## src/rtl/mem_access_pkg.sv

```systemverilog
// Shared types for the memory access unit: FSM state encoding and the queued request record.
package mem_access_pkg;

    localparam int ADDR_W    = 27;
    localparam int DATA_W    = 32;
    // The tag field is sized for the widest supported TAG_W. Narrower tags are zero-extended.
    localparam int TAG_MAX_W = 16;

    typedef enum logic [1:0] {
        IDLE  = 2'd0,
        ISSUE = 2'd1,
        WAIT  = 2'd2,
        RESP  = 2'd3
    } state_t;

    typedef struct packed {
        logic                 we;
        logic [ADDR_W-1:0]    addr;
        logic [DATA_W-1:0]    wdata;
        logic [TAG_MAX_W-1:0] tag;
    } mem_req_t;

endpackage

```

## src/rtl/mem_req_fifo.sv

```systemverilog
// In-order request FIFO. Pointers carry one extra wrap bit so full and empty can be told apart.
module mem_req_fifo
    import mem_access_pkg::*;
#(
    parameter int DEPTH = 4
) (
    input  logic     clk,
    input  logic     rstn,
    input  logic     push,
    input  mem_req_t din,
    input  logic     pop,
    output mem_req_t dout,
    output logic     full,
    output logic     empty
);
    localparam int AW = $clog2(DEPTH);

    logic [AW:0] wr_ptr, rd_ptr;
    mem_req_t    mem [DEPTH];

    always_ff @(posedge clk or negedge rstn) begin
        if (!rstn) begin
            wr_ptr <= '0;
            rd_ptr <= '0;
        end else begin
            if (push && !full)  wr_ptr <= wr_ptr + 1'b1;
            if (pop  && !empty) rd_ptr <= rd_ptr + 1'b1;
        end
    end

    // Storage needs no reset; the pointers alone define what is valid.
    always_ff @(posedge clk) begin
        if (push && !full) mem[wr_ptr[AW-1:0]] <= din;
    end

    assign dout  = mem[rd_ptr[AW-1:0]];
    assign empty = (wr_ptr == rd_ptr);
    assign full  = (wr_ptr[AW] != rd_ptr[AW]) && (wr_ptr[AW-1:0] == rd_ptr[AW-1:0]);

endmodule

```

## src/rtl/mem_access_unit.sv

```systemverilog
// CPU-side request queue feeding a single-outstanding memory handshake, with load responses
// returned in order and a sticky timeout flag for a stalled memory.
module mem_access_unit
    import mem_access_pkg::*;
#(
    parameter int DEPTH   = 4,
    parameter int TAG_W   = 4,
    parameter int TIMEOUT = 65535
) (
    input  logic              clk,
    input  logic              rstn,
    input  logic              req_valid,
    output logic              req_ready,
    input  logic              req_we,
    input  logic [ADDR_W-1:0] req_addr,
    input  logic [DATA_W-1:0] req_wdata,
    input  logic [TAG_W-1:0]  req_tag,
    output logic              resp_valid,
    input  logic              resp_ready,
    output logic [DATA_W-1:0] resp_data,
    output logic [TAG_W-1:0]  resp_tag,
    output logic [ADDR_W-1:0] mem_addr,
    output logic [DATA_W-1:0] mem_wdata,
    output logic              mem_read_or_write,
    output logic              mem_sig,
    input  logic [DATA_W-1:0] mem_read_data,
    input  logic              mem_finish,
    output logic              err
);
    localparam int CNT_W = $clog2(TIMEOUT + 1);

    state_t           state_q, state_d;
    mem_req_t         req_in, head, issue_q;
    logic             full, empty, pop;
    logic [CNT_W-1:0] wait_cnt;
    logic             unused_tag_bits;

    always_comb begin
        req_in       = '0;
        req_in.we    = req_we;
        req_in.addr  = req_addr;
        req_in.wdata = req_wdata;
        req_in.tag   = TAG_MAX_W'(req_tag);
    end

    mem_req_fifo #(.DEPTH(DEPTH)) u_fifo (
        .clk   (clk),
        .rstn  (rstn),
        .push  (req_valid && !full),
        .din   (req_in),
        .pop   (pop),
        .dout  (head),
        .full  (full),
        .empty (empty)
    );

    always_ff @(posedge clk or negedge rstn) begin
        if (!rstn) state_q <= IDLE;
        else       state_q <= state_d;
    end

    always_comb begin
        state_d = state_q;
        pop     = 1'b0;
        case (state_q)
            IDLE: begin
                if (!empty) begin
                    pop     = 1'b1;
                    state_d = ISSUE;
                end
            end
            ISSUE: state_d = WAIT;
            WAIT: begin
                if (mem_finish) state_d = issue_q.we ? IDLE : RESP;
            end
            RESP: begin
                if (resp_ready) state_d = IDLE;
            end
            default: state_d = IDLE;
        endcase
    end

    // Issue register holds the memory-side fields steady for the whole transaction.
    always_ff @(posedge clk or negedge rstn) begin
        if (!rstn) begin
            issue_q   <= '0;
            resp_data <= '0;
            resp_tag  <= '0;
            wait_cnt  <= '0;
            err       <= 1'b0;
        end else begin
            if (pop) issue_q <= head;
            case (state_q)
                ISSUE: wait_cnt <= '0;
                WAIT: begin
                    // Counter saturates so err cannot be re-armed within one long wait.
                    if (wait_cnt != CNT_W'(TIMEOUT)) wait_cnt <= wait_cnt + 1'b1;
                    if (wait_cnt == CNT_W'(TIMEOUT - 1)) err <= 1'b1;
                    if (mem_finish && !issue_q.we) begin
                        resp_data <= mem_read_data;
                        resp_tag  <= issue_q.tag[TAG_W-1:0];
                    end
                end
                default: ;
            endcase
        end
    end

    assign unused_tag_bits   = ^issue_q.tag;
    assign req_ready         = !full;
    assign mem_sig           = (state_q == ISSUE);
    assign resp_valid        = (state_q == RESP);
    assign mem_addr          = issue_q.addr;
    assign mem_wdata         = issue_q.wdata;
    assign mem_read_or_write = !issue_q.we;

endmodule

```

## config.mk

```make
export PLATFORM = sky130hd
export DESIGN_NAME = mem_access_unit
export DESIGN_NICKNAME = d
export VERILOG_FILES = /design/src/rtl/mem_access_pkg.sv /design/src/rtl/mem_req_fifo.sv /design/src/rtl/mem_access_unit.sv
export SDC_FILE = /design/constraint.sdc
export NUM_CORES = 1
export LEC_CHECK = 0
export BUFFER_PORTS_ARGS = -buffer_cell sky130_fd_sc_hd__buf_2
export CAP_MARGIN = 10
export CORE_ASPECT_RATIO = 1.75
export CORE_MARGIN = 8
export CORE_UTILIZATION = 52
export CTS_CLUSTER_SIZE = 28
export DETAILED_ROUTE_END_ITERATION = 8
export GPL_ROUTABILITY_DRIVEN = 0
export PLACE_DENSITY_LB_ADDON = 0.05
export SLEW_MARGIN = 20
export SYNTH_ARGS = -nofsm -noshare
export SYNTH_HDL_FRONTEND = slang
export SYNTH_SLANG_ARGS = --single-unit
export TNS_END_PERCENT = 10
```

## constraint.sdc

```tcl
create_clock -name clk -period 6.95 [get_ports clk]
set_input_delay 0.695 -clock clk [delete_from_list [all_inputs] [get_ports clk]]
set_output_delay 0.695 -clock clk [all_outputs]
set_load 0.03 [all_outputs]
```

Word-level counts from Yosys, hierarchy flattened
Memories as Yosys holds them, arrays and structs flattened. A register that Yosys moved wholly into a read port is not among the register bits. Cells that the tools add are included.

Add/subtract/negate cells: 3. Equal/unequal tests: 12. Muxes and demuxes: 11. Reductions and logical operators: 15.

Operator list (count): $pmux 16 s2 (1); $add 16x1->16 const B (1); $eq 16x16->1 const B (1); $mux 16 (1); $ne 16x16->1 const B (1); $mux 2 (4); $pmux 2 s4 (1); $add 3x1->3 const B (2); $ne 2x2->1 const B (3); $reduce_and 2->1 (3); $logic_and 1x1->1 (5); $eq 2x2->1 const B (2); $logic_not 1->1 (4); $mux 1 (4); $eq 3x3->1 (1); $reduce_and 3->1 (1); $eq 2x1->1 const B (1); $eq 2x2->1 (1); $logic_not 2->1 (1); $ne 2x1->1 const B (1); $reduce_bool 2->1 (1); $ne 1x1->1 (1).

Register bits after elaboration: 61. Memory bits (writable): 256. Input port bits: 101. Output and inout port bits: 100. Logic and storage cells: 49. Memories: 1.

Memory list: u_fifo.mem (depth 4, width 64, read ports 1, clocked after Yosys merged registers in 1, wr ports 1, line mem_req_fifo.sv:19) `mem_req_t mem [DEPTH];`.

Depth between registers and ports, before layout
Gate-level depths: netlist of the first run.

Depth in word-level cells: 7. Mapped depth: 8.

Cells and area by module
From an unflattened synthesis of the first run, not the netlist that was laid out.

Cell total of the unflattened synthesis: 831. Area total of the unflattened synthesis: 16849.9 um2.

Modules (own cells, without submodules): mem_req_fifo (instances 1, cells an instance 446, area each 11439.7 um2); mem_access_unit (instances 1, cells an instance 385, area each 5410.2 um2).

Worst setup path after synthesis of the first run
OpenSTA, ideal clock, no wires.

Path kind: input port to flip-flop. Start point: input port req_valid. End point: memory u_fifo.mem[3][0] (netlist name), enable pin. Setup time: 0.430 ns. Data arrival time: 2.618 ns. Slack: 3.902 ns. Stages on the path: 2. Path buffers: 0. Cell sequence: a21boi_1 > and2_1.

Cells in the longest elaborated chain, start to end: 4.

Ends and longest elaborated chain: from (decl) (line mem_access_unit.sv:12) `input logic req_valid,`; $logic_and 1x1->1 (line mem_access_unit.sv:49) `.push (req_valid && !full),`; $logic_and 1x1->1 (line mem_req_fifo.sv:33) `if (push && !full) mem[wr_ptr[AW-1:0]] <= din;`; $mux 1 (line mem_req_fifo.sv:33); $mux 1 (implied by the code) (line mem_req_fifo.sv:33); to (decl) (line mem_req_fifo.sv:19).

No other way between the ends.

Worst setup path after layout of the first run
Start point: register u_fifo.rd_ptr[1]. End point: register mem_addr[15] (netlist name).

Cells in the longest elaborated chain, start to end: 3.

Ends and longest elaborated chain: from (decl) (line mem_req_fifo.sv:18) `logic [AW:0] wr_ptr, rd_ptr;`; from (signal assigned) (line mem_req_fifo.sv:27) `if (pop && !empty) rd_ptr <= rd_ptr + 1'b1;`; $eq 3x3->1 (line mem_req_fifo.sv:37) `assign empty = (wr_ptr == rd_ptr);`; $mux 1 (line mem_access_unit.sv:67) `if (!empty) begin`; $mux 1 (line mem_access_unit.sv:65) `case (state_q)`.

Several ways; a longest one is shown, not always the timed one. A chain may end at the register's enable or synchronous reset.

==> metrics.txt, run 1 <==
Synth area leaders edfxtp_1 (52%), dfrtp_1 (21%), mux4_2 (9.7%); Flop pwr share 44.7%; asr flop ratio synth 32.8%; I/O pin total 201; clock-pin slew of the registers on the worst-case setup and hold paths 0.07 ns; GR Util met2 31.2%; synthesis-to-layout area growth 13.5%; first-pass GRT wire length 44,700 um; switching pwr 2730 uW; gr usage total 17.1%; die footprint 34,300 um2; Worst EP required 7.34 ns; Max Slew Vio Count 0; Root Buffer clkbuf_16; Critical Path AT 3.95 ns; sw frac 34.0%; detailed placement HPWL 17,900 um; Yosys cell types 46; post-synth top area share 52.0%; min Tclk post-route 3.56 ns; syn_area_per_cell 19.5 um2; max_cap viols 0; initial antenna violation count 4; Tightest Hold Check Type in2async; die extent in x 144 um; CP Class reg2reg; post-synthesis mux area share 17.7%; Lkg Pwr 0.00633 uW; CTS tree yes; wire per inst 21.8 um; Max FO, Critical Path 67; Max VDD drop 0.311 mV; Compound-Gate Fraction of Synth Area 1.42%; met1 Use GR 19.3%; Post-Synth Adder-Cell Area 0.592%; setup TNS 0 ns; Post-synth EDFFs 256; TritonRoute pass-1 iters 4; drt first-iter violations 284; Resized Gates After CTS 0; final hold vios 0; Final period util 51.2%; Residual DRC 0; power per cell area 477 nW/um2; Seq cells post-synth 381; final WL 28,600 um; internal power 5290 uW; synthesis warning total 0; Die Ht 239 um; vias per cell 5.45; routed vias 7,140; Initial Util 52.9%; fmax 0.281 GHz; hold slack 0.205 ns; CP endpoint kind flop; final core utilization 60.1%; top cells by count, synth edfxtp_1 (256), dfrtp_1 (125), mux2_2 (101); CTS max path bufs 3; CTS Hold Bufs 0; setup bufs post-CTS 0; Worst Setup Start Kind flop; layout cells sized above 1 46.3%; # nets final 1,019; Synth Cell Area 14,800 um2; Post-Syn Nets 866; most used routing layer met2; area of the core 28,000 um2; IO Port Bufs 200; status finished, final reports clean; Cell Rows 81; clock group share of total power 22.3%; Post-DRT Antenna Nets 0; H-tree depth 2; pin count of the biggest net entering global routing 68; Fillers 2,105; Synth Flop Type edfxtp_1; vias in the first global route 7,945; largest family of logic cells by synthesized area multiplexers; Worst-Skew Late Latency 0.51 ns; final setup fails 0; most frequent cell after synthesis edfxtp_1; Mapped Cells 758; CTS buffer count 35; CTS sink count 381; worst-margin pin slew 1.04 ns; Post-Synth XOR/XNOR Area 0.474%; Gate power share 33.0%; Slew HR 30.3%; global route overflow 0; simple-gate share of the synthesized area 2.48%; post-synthesis sequential area ratio 73.1%; Yosys top cell by area edfxtp_1; GR Layer Usage met3 3.90%; unrepaired setup endpoints after global routing false; clk_skew 0.0134 ns
==> cells by family (layout without fill, tap and decap cells) <==
logic type | after synthesis | after routing
XOR/XNOR | 8 | 8
adder cells (fa/ha/maj) | 7 | 7
multiplexers | 169 | 169
flip-flops | 381 | 381
other | 0 | 1
buffers and inverters | 98 | 277
AO/OA/AOI/OAI | 30 | 30
AND/OR/NAND/NOR | 65 | 65
==> metal layers <==
layer / vias up / wire (um)
li1: 3200 / -
met5: - / 25
met3: 47 / 1710
met4: 6 / 594
met2: 188 / 15600
met1: 3699 / 10700
==> state kept, by name, indices dropped and copies added (netlist names) <==
signal / cells
wait_cnt: 16
u_fifo.mem: 256
state_q: 2
resp_tag: 4
mem_addr: 27
issue_q: 5
resp_data: 32
u_fifo.wr_ptr: 3
mem_wdata: 32
u_fifo.rd_ptr: 3
err: 1
==> power groups by stage <==
| stage | sequential [uW] | combinational (uW) | clock, uW |
|---|---|---|---|
| CTS | 3610 | 2710 | 1840 |
| finish | 3580 | 2650 | 1780 |
| detailed placement | 3650 | 2710 | 0 |
| global route | 3680 | 2840 | 1920 |
| floorplan | 3630 | 2140 | 0 |
| global placement | 3600 | 2640 | 0 |
==> critical path, cell delays in order, from the launching register on <==
cell	delay, ns
dfrtp_4	1.11
xor2_1	0.24
nor3_1	0.11
nor3_4	0.80
buf_4	0.72
mux2_2	0.41
==> cells in the final DEF (no fill, tap or decap), types with 3 or more instances in the layout <==
| cell | netlist | routed |
|---|---|---|
| a21o_1 | 3 | 3 |
| a21oi_1 | 8 | 8 |
| and2_4 | 0 | 4 |
| and3_1 | 3 | 3 |
| buf_2 | 17 | 199 |
| buf_4 | 63 | 4 |
| clkbuf_1 | 7 | 10 |
| clkbuf_16 | 0 | 37 |
| clkinv_1 | 0 | 4 |
| clkinv_2 | 0 | 9 |
| dfrtp_1 | 125 | 123 |
| edfxtp_1 | 256 | 256 |
| ha_1 | 7 | 7 |
| inv_1 | 10 | 10 |
| mux2_2 | 101 | 101 |
| mux2i_1 | 3 | 3 |
| mux4_2 | 64 | 64 |
| nand2_1 | 13 | 13 |
| nand3_1 | 15 | 15 |
| nand4_1 | 6 | 6 |
| nor2_1 | 8 | 8 |
| nor3_1 | 4 | 4 |
| o21ai_0 | 4 | 4 |
| xnor2_1 | 4 | 4 |
| xor2_1 | 4 | 4 |
==> path summary, 6_finish.rpt <==
kind,from,slack [ns],end,cells after the start
min,rstn,0.20,wait_cnt[3],1
max in group asynchronous,rstn,5.51,mem_wdata[4],2
max reg2reg,u_fifo.rd_ptr[1],3.39,mem_addr[15],5
min in group clk,resp_ready,0.38,state_q[1],2
max,u_fifo.rd_ptr[1],3.39,mem_addr[15],5
min reg2reg,issue_q[3],0.48,issue_q[3],1
==> cell type report <==
cell class,count,area [um2],share of cell area [%]
flip-flops and latches,381,10800,64.4
multi-input cells,279,3370,20.1
repair buffers,204,1040,6.18
clock buffers,49,991,5.90
well taps,373,467,2.78
clock inverters,14,68.8,0.410
inverters,10,37.5,0.223
diodes,1,2.50,0.0149
==> through the flow <==
step,cells,total power [uW],setup WS (ns),area (um2)
global placement,1247,6240,3.46,15700
detailed placement,1247,6360,3.32,15700
floorplan,758,5770,3.90,14800
global route,1310,8440,3.12,16800
finish,1311,8020,3.39,16800
CTS,1310,8160,3.30,16800
Power figures use the tool's default switching activity.
==> run 2: changes to the inputs <==
--- a/config.mk
+++ b/config.mk
@@ -5,6 +5,7 @@
 export SDC_FILE = /design/constraint.sdc
 export NUM_CORES = 1
 export LEC_CHECK = 0
+export ABC_AREA = 1
 export BUFFER_PORTS_ARGS = -buffer_cell sky130_fd_sc_hd__buf_2
 export CAP_MARGIN = 10
 export CORE_ASPECT_RATIO = 1.75
==> constraint.sdc (replaced) <==
create_clock -name clk -period 3.7 [get_ports clk]
set_input_delay 0.37 -clock clk [delete_from_list [all_inputs] [get_ports clk]]
set_output_delay 0.37 -clock clk [all_outputs]
set_load 0.03 [all_outputs]
==> metrics.txt, run 2 <==
final core utilization 60.2% (+0.10 points); syn_area_per_cell 12.2 um2 (-38%); routed vias 9,612 (+35%); die footprint 35,200 um2 (+2.6%); Critical Path AT 2.67 ns (-1.28 ns); initial antenna violation count 5 (+1); setup bufs post-CTS 0 (unchanged); most frequent cells in the layout edfxtp_1 (256), buf_2 (199), nand2_1 (182); clock-pin slew of the registers on the worst-case setup and hold paths 0.06 ns (about the same); clk_skew 0.0165 ns (+0.00303 ns); CTS max path bufs 3 (unchanged); Post-Syn Nets 1,358 (+57%); DP Cell Count 1,724 (+38%); first-pass GRT wire length 54,400 um (+22%); Tightest Hold Check Type in2reg; Max Slew Vio Count 0 (unchanged); commonest non-fill, non-tap cell in the layout edfxtp_1; switching pwr 6260 uW (+130%); post-synth top area share 50.5% (-1.5 points); asr flop ratio synth 32.8% (unchanged); sw frac 38.7% (+4.6 points); Slew HR 36.8% (+6.6 points); number of flip-flops in the largest register 256 (unchanged); I/O pin total 201 (unchanged); Worst EP required 3.88 ns (-3.46 ns); Worst Setup Start Kind flop; status finished, final reports clean; CP Class reg2reg; most frequent cell after synthesis edfxtp_1; Seq cells post-synth 381 (unchanged); Cell Rows 83 (+2.5%); Post-DRT Antenna Nets 0 (unchanged); pre-CTS setup slack 1.22 ns (-2.10 ns); Die Ht 242 um (+1.3%); Max VDD drop 0.581 mV (+87%); fmax 0.403 GHz (+43%); CTS sink count 381 (unchanged); global route overflow 0 (unchanged); Worst-Skew Late Latency 0.53 ns (+0.02 ns); post-synthesis sequential area ratio 71.1% (-2.0 points); Synth Flop Type edfxtp_1; Post-synth EDFFs 256 (unchanged); Mapped Cells 1,250 (+65%); Initial Util 52.3% (-0.55 points); drt first-iter violations 527 (+86%); WHS Path Cells 1; Root Buffer clkbuf_16; Design Area, Final 17,500 um2 (+4.1%); Flop pwr share 39.1% (-5.6 points); H-tree depth 2 (unchanged); Synth area leaders edfxtp_1 (51%), dfrtp_1 (21%), o21ai_0 (4.8%); Synth Cell Area 15,200 um2 (+2.9%); Final period util 67.1% (+16 points); hold slack 0.0554 ns (-0.150 ns); power per cell area 926 nW/um2 (+94%); final hold vios 0 (unchanged); internal power 9930 uW (+88%); TritonRoute pass-1 iters 7 (+3); Fillers 2,391 (+14%); top cells by count, synth edfxtp_1 (256), nand2_1 (183), nor2_1 (162); synthesis-to-layout area growth 14.9%; Layout Cells excl Fill 1,793 (+37%); Gate power share 36.7% (+3.7 points); min Tclk post-route 2.48 ns (-1.07 ns); IO Port Bufs 200 (unchanged); Final WS setup 1.22 ns (-2.18 ns); # nets final 1,489 (+46%); unrepaired setup endpoints after global routing false; layout cells sized above 1 22.9% (-23 points); R2R setup slack 1.22 ns (-2.18 ns); final WL 34,100 um (+19%); vias per cell 5.36 (-1.6%); CTS tree yes; area of the core 29,100 um2 (+4.0%); synthesis warning total 0 (unchanged); worst-margin pin slew 0.947 ns (-0.0951 ns); CP endpoint kind flop; die extent in x 145 um (+1.3%); Yosys top cell by area edfxtp_1; wire per inst 19.0 um (-13%); vias in the first global route 10.1k (+27%); Residual DRC 0 (unchanged); gr usage total 19.4% (+2.3 points); Worst R2R End u_fifo.mem[2][53]; DP Area 16,200 um2 (+2.9%); max_cap viols 0 (unchanged); hold wc startpoint req_addr[12]; Max FO, Critical Path 50 (-25%); clock group share of total power 24.2% (+1.9 points); detailed placement HPWL 20,300 um (+13%); final setup fails 0 (unchanged); R2R depth 5 (unchanged); reg2reg start u_fifo.wr_ptr[2]; pin count of the biggest net entering global routing 95 (+40%); Yosys cell types 29 (-37%); Worst Hold End u_fifo.mem[1][48]; Lkg Pwr 0.00711 uW (+12%); CTS buffer count 36 (+2.9%)
==> run 2: cell count changes after synthesis, moves of 6 or more <==
cell / previous run / this run
o21ai_0: 4 / 147
nor2_1: 8 / 162
o22ai_1: 0 / 67
mux4_2: 64 / 0
nand2_1: 13 / 183
buf_6: 0 / 6
clkbuf_1: 7 / 44
inv_1: 10 / 42
mux2_2: 101 / 29
nand3_1: 15 / 79
==> run 2: worst max-delay path, cell delays in order (launching register included) <==
cell,delay [ns]
dfrtp_1,0.41
xnor2_1,0.29
nand3b_1,0.23
nand2_1,0.31
nor2_4,0.50
buf_12,0.37
==> run 2: through the flow <==
step	total power (uW)	TNS (ns)
floorplan	11000	-204.70
global placement	12400	0
detailed placement	12500	0
CTS	16400	0
global route	17200	0
finish	16200	0
==> run 2: per-layer routing <==
layer / GRT usage [%] / vias to the layer above / wire [um]
met5: 0 / - / 39
met4: 7.32 / 6 / 921
met3: 3.87 / 60 / 1640
met1: 22.0 / 4696 / 13800
met2: 35.1 / 276 / 17800
li1: - / 4574 / -
==> run 2: what timing repair did <==
action	CTS	global route
resized for setup	0	0
hold buffers	1	0
endpoints found under the setup margin	0	0
hold endpoints to repair	20	0
==> run 2: worst max path at each step <==
stage / from / to / slack (ns) / depth (start not counted)
2_1_floorplan: u_fifo.rd_ptr[0] / u_fifo.mem[0][0] / -0.80 / 5
3_3_place_gp: u_fifo.wr_ptr[2] / u_fifo.mem[2][52] / 1.27 / 5
3_5_place_dp: u_fifo.wr_ptr[2] / u_fifo.mem[2][51] / 1.22 / 5
4_1_cts: u_fifo.wr_ptr[2] / u_fifo.mem[2][59] / 1.21 / 5
5_1_grt: u_fifo.rd_ptr[0] / mem_wdata[6] / 1.02 / 7
6_report: u_fifo.wr_ptr[2] / u_fifo.mem[2][53] / 1.22 / 5
==> run 2: power groups by stage <==
stage	Combinational (uW)	Sequential, uW	Clock [uW]
final	5940	6330	3930
after global routing	6570	6450	4170
after CTS	6080	6340	4010
after detailed placement	6060	6420	0
after global placement	5970	6390	0
after floorplan	4270	6750	0
==> run 2: area by class of cell <==
| class | count | area [um2] | area share, % |
|---|---|---|---|
| Inverter | 43 | 164 | 0.937 |
| Antenna cell | 2 | 5.00 | 0.0286 |
| Clock buffer | 47 | 1020 | 5.82 |
| Tap cell | 382 | 478 | 2.73 |
| Sequential cell | 381 | 10800 | 61.9 |
| Clock inverter | 19 | 260 | 1.49 |
| Multi-Input combinational cell | 700 | 3530 | 20.2 |
| Timing Repair Buffer | 219 | 1210 | 6.95 |
==> run 2: cell families after synthesis <==
| family | share of synthesized area (%) |
|---|---|
| adders and majority gates | 0.575 |
| and+or+nand+nor | 11.5 |
| muxes | 2.37 |
| DFF | 71.1 |
| buffers and inverters | 6.07 |
| AOI/OAI and AO/OA | 7.94 |
| xor gates and xnor gates | 0.526 |
==> run 3: changes to the inputs <==
==> constraint.sdc (replaced) <==
create_clock -name clk -period 2.55 [get_ports clk]
set_input_delay 0.255 -clock clk [delete_from_list [all_inputs] [get_ports clk]]
set_output_delay 0.255 -clock clk [all_outputs]
set_load 0.03 [all_outputs]
==> metrics.txt, run 3 (synthesis results as in run 2) <==
highest routed metal layer met4; worst setup path endpoint u_fifo.mem[3][23]; Fillers 2,248 (-6.0%); Post-DRT Antenna Nets 0 (unchanged); Die Ht 242 um (unchanged); wire per inst 18.9 um (-0.57%); final WL 35,900 um (+5.1%); detailed placement HPWL 21,200 um (+4.2%); layout cells sized above 1 21.4% (-1.5 points); gr usage total 20.4% (+1.0 points); power per cell area 1270 nW/um2 (+37%); Worst Setup Start Kind flop; CP endpoint kind flop; CP Class reg2reg; met3 routed wirelength 1540 um (-6.3%); die extent in x 145 um (unchanged); max_cap viols 0 (unchanged); status finished, final reports clean; CTS max path bufs 3 (unchanged); Max VDD drop 0.861 mV (+48%); global route overflow 0 (unchanged); Worst R2R End u_fifo.mem[3][23]; Worst-Skew Late Latency 0.54 ns (about the same); final core utilization 63.5% (+3.4 points); drt first-iter violations 536 (+1.7%); Reg area 10,800 um2 (unchanged); unrepaired setup endpoints after global routing false; first-pass GRT wire length 57,400 um (+5.5%); Residual DRC 0 (unchanged); CTS buffer count 36 (unchanged); Initial Util 52.3% (unchanged); power consumption 23,400 uW (+45%); met2 wire len 18,900 um (+6.6%); area of the core 29,100 um2 (unchanged); CP peak stage delay 0.43 ns (-0.07 ns); I/O pin total 201 (unchanged); antenna diode count 0 (-2); setup bufs post-CTS 0 (unchanged); Cell Rows 83 (unchanged); # nets final 1,594 (+7.1%); Max Slew Vio Count 0 (unchanged); R2R depth 5 (unchanged); number of flip-flops in the largest register 256 (unchanged); die footprint 35,200 um2 (unchanged); hold slack 0.0248 ns (-0.0306 ns); Tightest Hold Check Type in2reg; R2R setup slack 0.47 ns (-0.74 ns); synthesis-to-layout area growth 21.4%; met1 wire length 14,600 um (+6.0%); vias per cell 5.30 (-1.1%); Lkg Pwr 0.00751 uW (+5.6%); CTS sink count 381 (unchanged); initial antenna violation count 0 (-5); CP max stage cell dfrtp_1; routed vias 10.1k (+4.6%); vias in the first global route 10.5k (+4.0%); CTS tree yes; TritonRoute pass-1 iters 5 (-2); commonest non-fill, non-tap cell in the layout edfxtp_1; Root Buffer clkbuf_16; worst-margin pin slew 0.879 ns (-0.0689 ns); fmax 0.482 GHz (+20%); clock-pin slew of the registers on the worst-case setup and hold paths 0.06 ns (about the same); multi-input logic area 3550 um2 (+0.43%); reg2reg start u_fifo.wr_ptr[2]; Critical path origin u_fifo.wr_ptr[2]; Worst EP required 2.79 ns (-1.09 ns); Critical Path AT 2.32 ns (-0.35 ns); Final period util 81.4% (+14 points); H-tree depth 2 (unchanged); final hold vios 0 (unchanged); final setup fails 0 (unchanged); min Tclk post-route 2.08 ns (-0.408 ns); IO Port Bufs 200 (unchanged); Slew HR 41.4% (+4.6 points); most frequent cells in the layout edfxtp_1 (256), buf_2 (199), nand2_1 (181); worst path cell trace xnor2_2, nand3b_1, nand2_4, nor2_4, buf_4; Max FO, Critical Path 12 (-76%); clk_skew 0.0190 ns (+0.00257 ns); pin count of the biggest net entering global routing 131 (+38%)
==> run 3: cell count changes in the layout (fill, tap and decap cells not counted), moves of 2 or more <==
cell / previous run / this run
clkbuf_8: 5 / 1
dlygate4sd3_1: 1 / 97
diode_2: 2 / 0
bufinv_16: 6 / 2
clkbuf_1: 4 / 14
buf_12: 5 / 13
==> run 3: routing by layer <==
layer  vias to the layer above  global-route usage [%]
met2                       237                    37.1
li1                       4789                       -
met3                        51                    3.81
met4                         0                    6.34
met5                         -                       0
met1                      4976                    23.8
==> run 3: layout make-up <==
type,instances,area share (%)
clock buffers,52,5.37
clock inverters,14,0.711
inverters,43,0.887
multi-input cells,700,19.2
flip-flops and latches,381,58.6
well taps,382,2.59
repair buffers,324,12.7
==> run 3: worst min-delay path by stage <==
stage / slack (ns) / to / cells after the start / startpoint
3_3_place_gp: 0.22 / wait_cnt[11] / 1 / rstn
3_5_place_dp: 0.22 / wait_cnt[11] / 1 / rstn
5_1_grt: 0.04 / u_fifo.wr_ptr[0] / 3 / req_valid
4_1_cts: 0.003 / u_fifo.mem[0][58] / 1 / req_addr[22]
2_1_floorplan: -0.04 / err / 0 / rstn
6_report: 0.02 / u_fifo.wr_ptr[0] / 3 / req_valid
==> run 3: report_power, final <==
| part | internal (uW) | switching (uW) | total (uW) |
|---|---|---|---|
| Clock | 2930 | 2230 | 5170 |
| Combinational | 2770 | 6310 | 9080 |
| Sequential | 8500 | 669 | 9170 |
==> run 3: worst max-delay path: cells and delay by family, from the launching register on <==
kind,cells,cell delay (ns)
simple gates,3,0.81
flops,1,0.43
buf+inv,1,0.28
xor+xnor,1,0.25
==> run 3: repair_timing <==
| action | CTS | global route |
|---|---|---|
| endpoints found under the hold margin | 324 | 4 |
| resized for setup | 0 | 0 |
| hold buffers | 96 | 1 |
==> run 3: through the flow <==
step | cell area [um2] | setup slack, ns | TNS [ns] | std cells
after detailed placement | 16400 | 0.449 | 0 | 1733
after global placement | 16400 | 0.495 | 0 | 1733
after floorplan | 15300 | -0.111 | -24.22 | 1250
final | 18500 | 0.474 | 0 | 1896
after global routing | 18500 | 0.318 | 0 | 1896
after CTS | 18500 | 0.438 | 0 | 1895
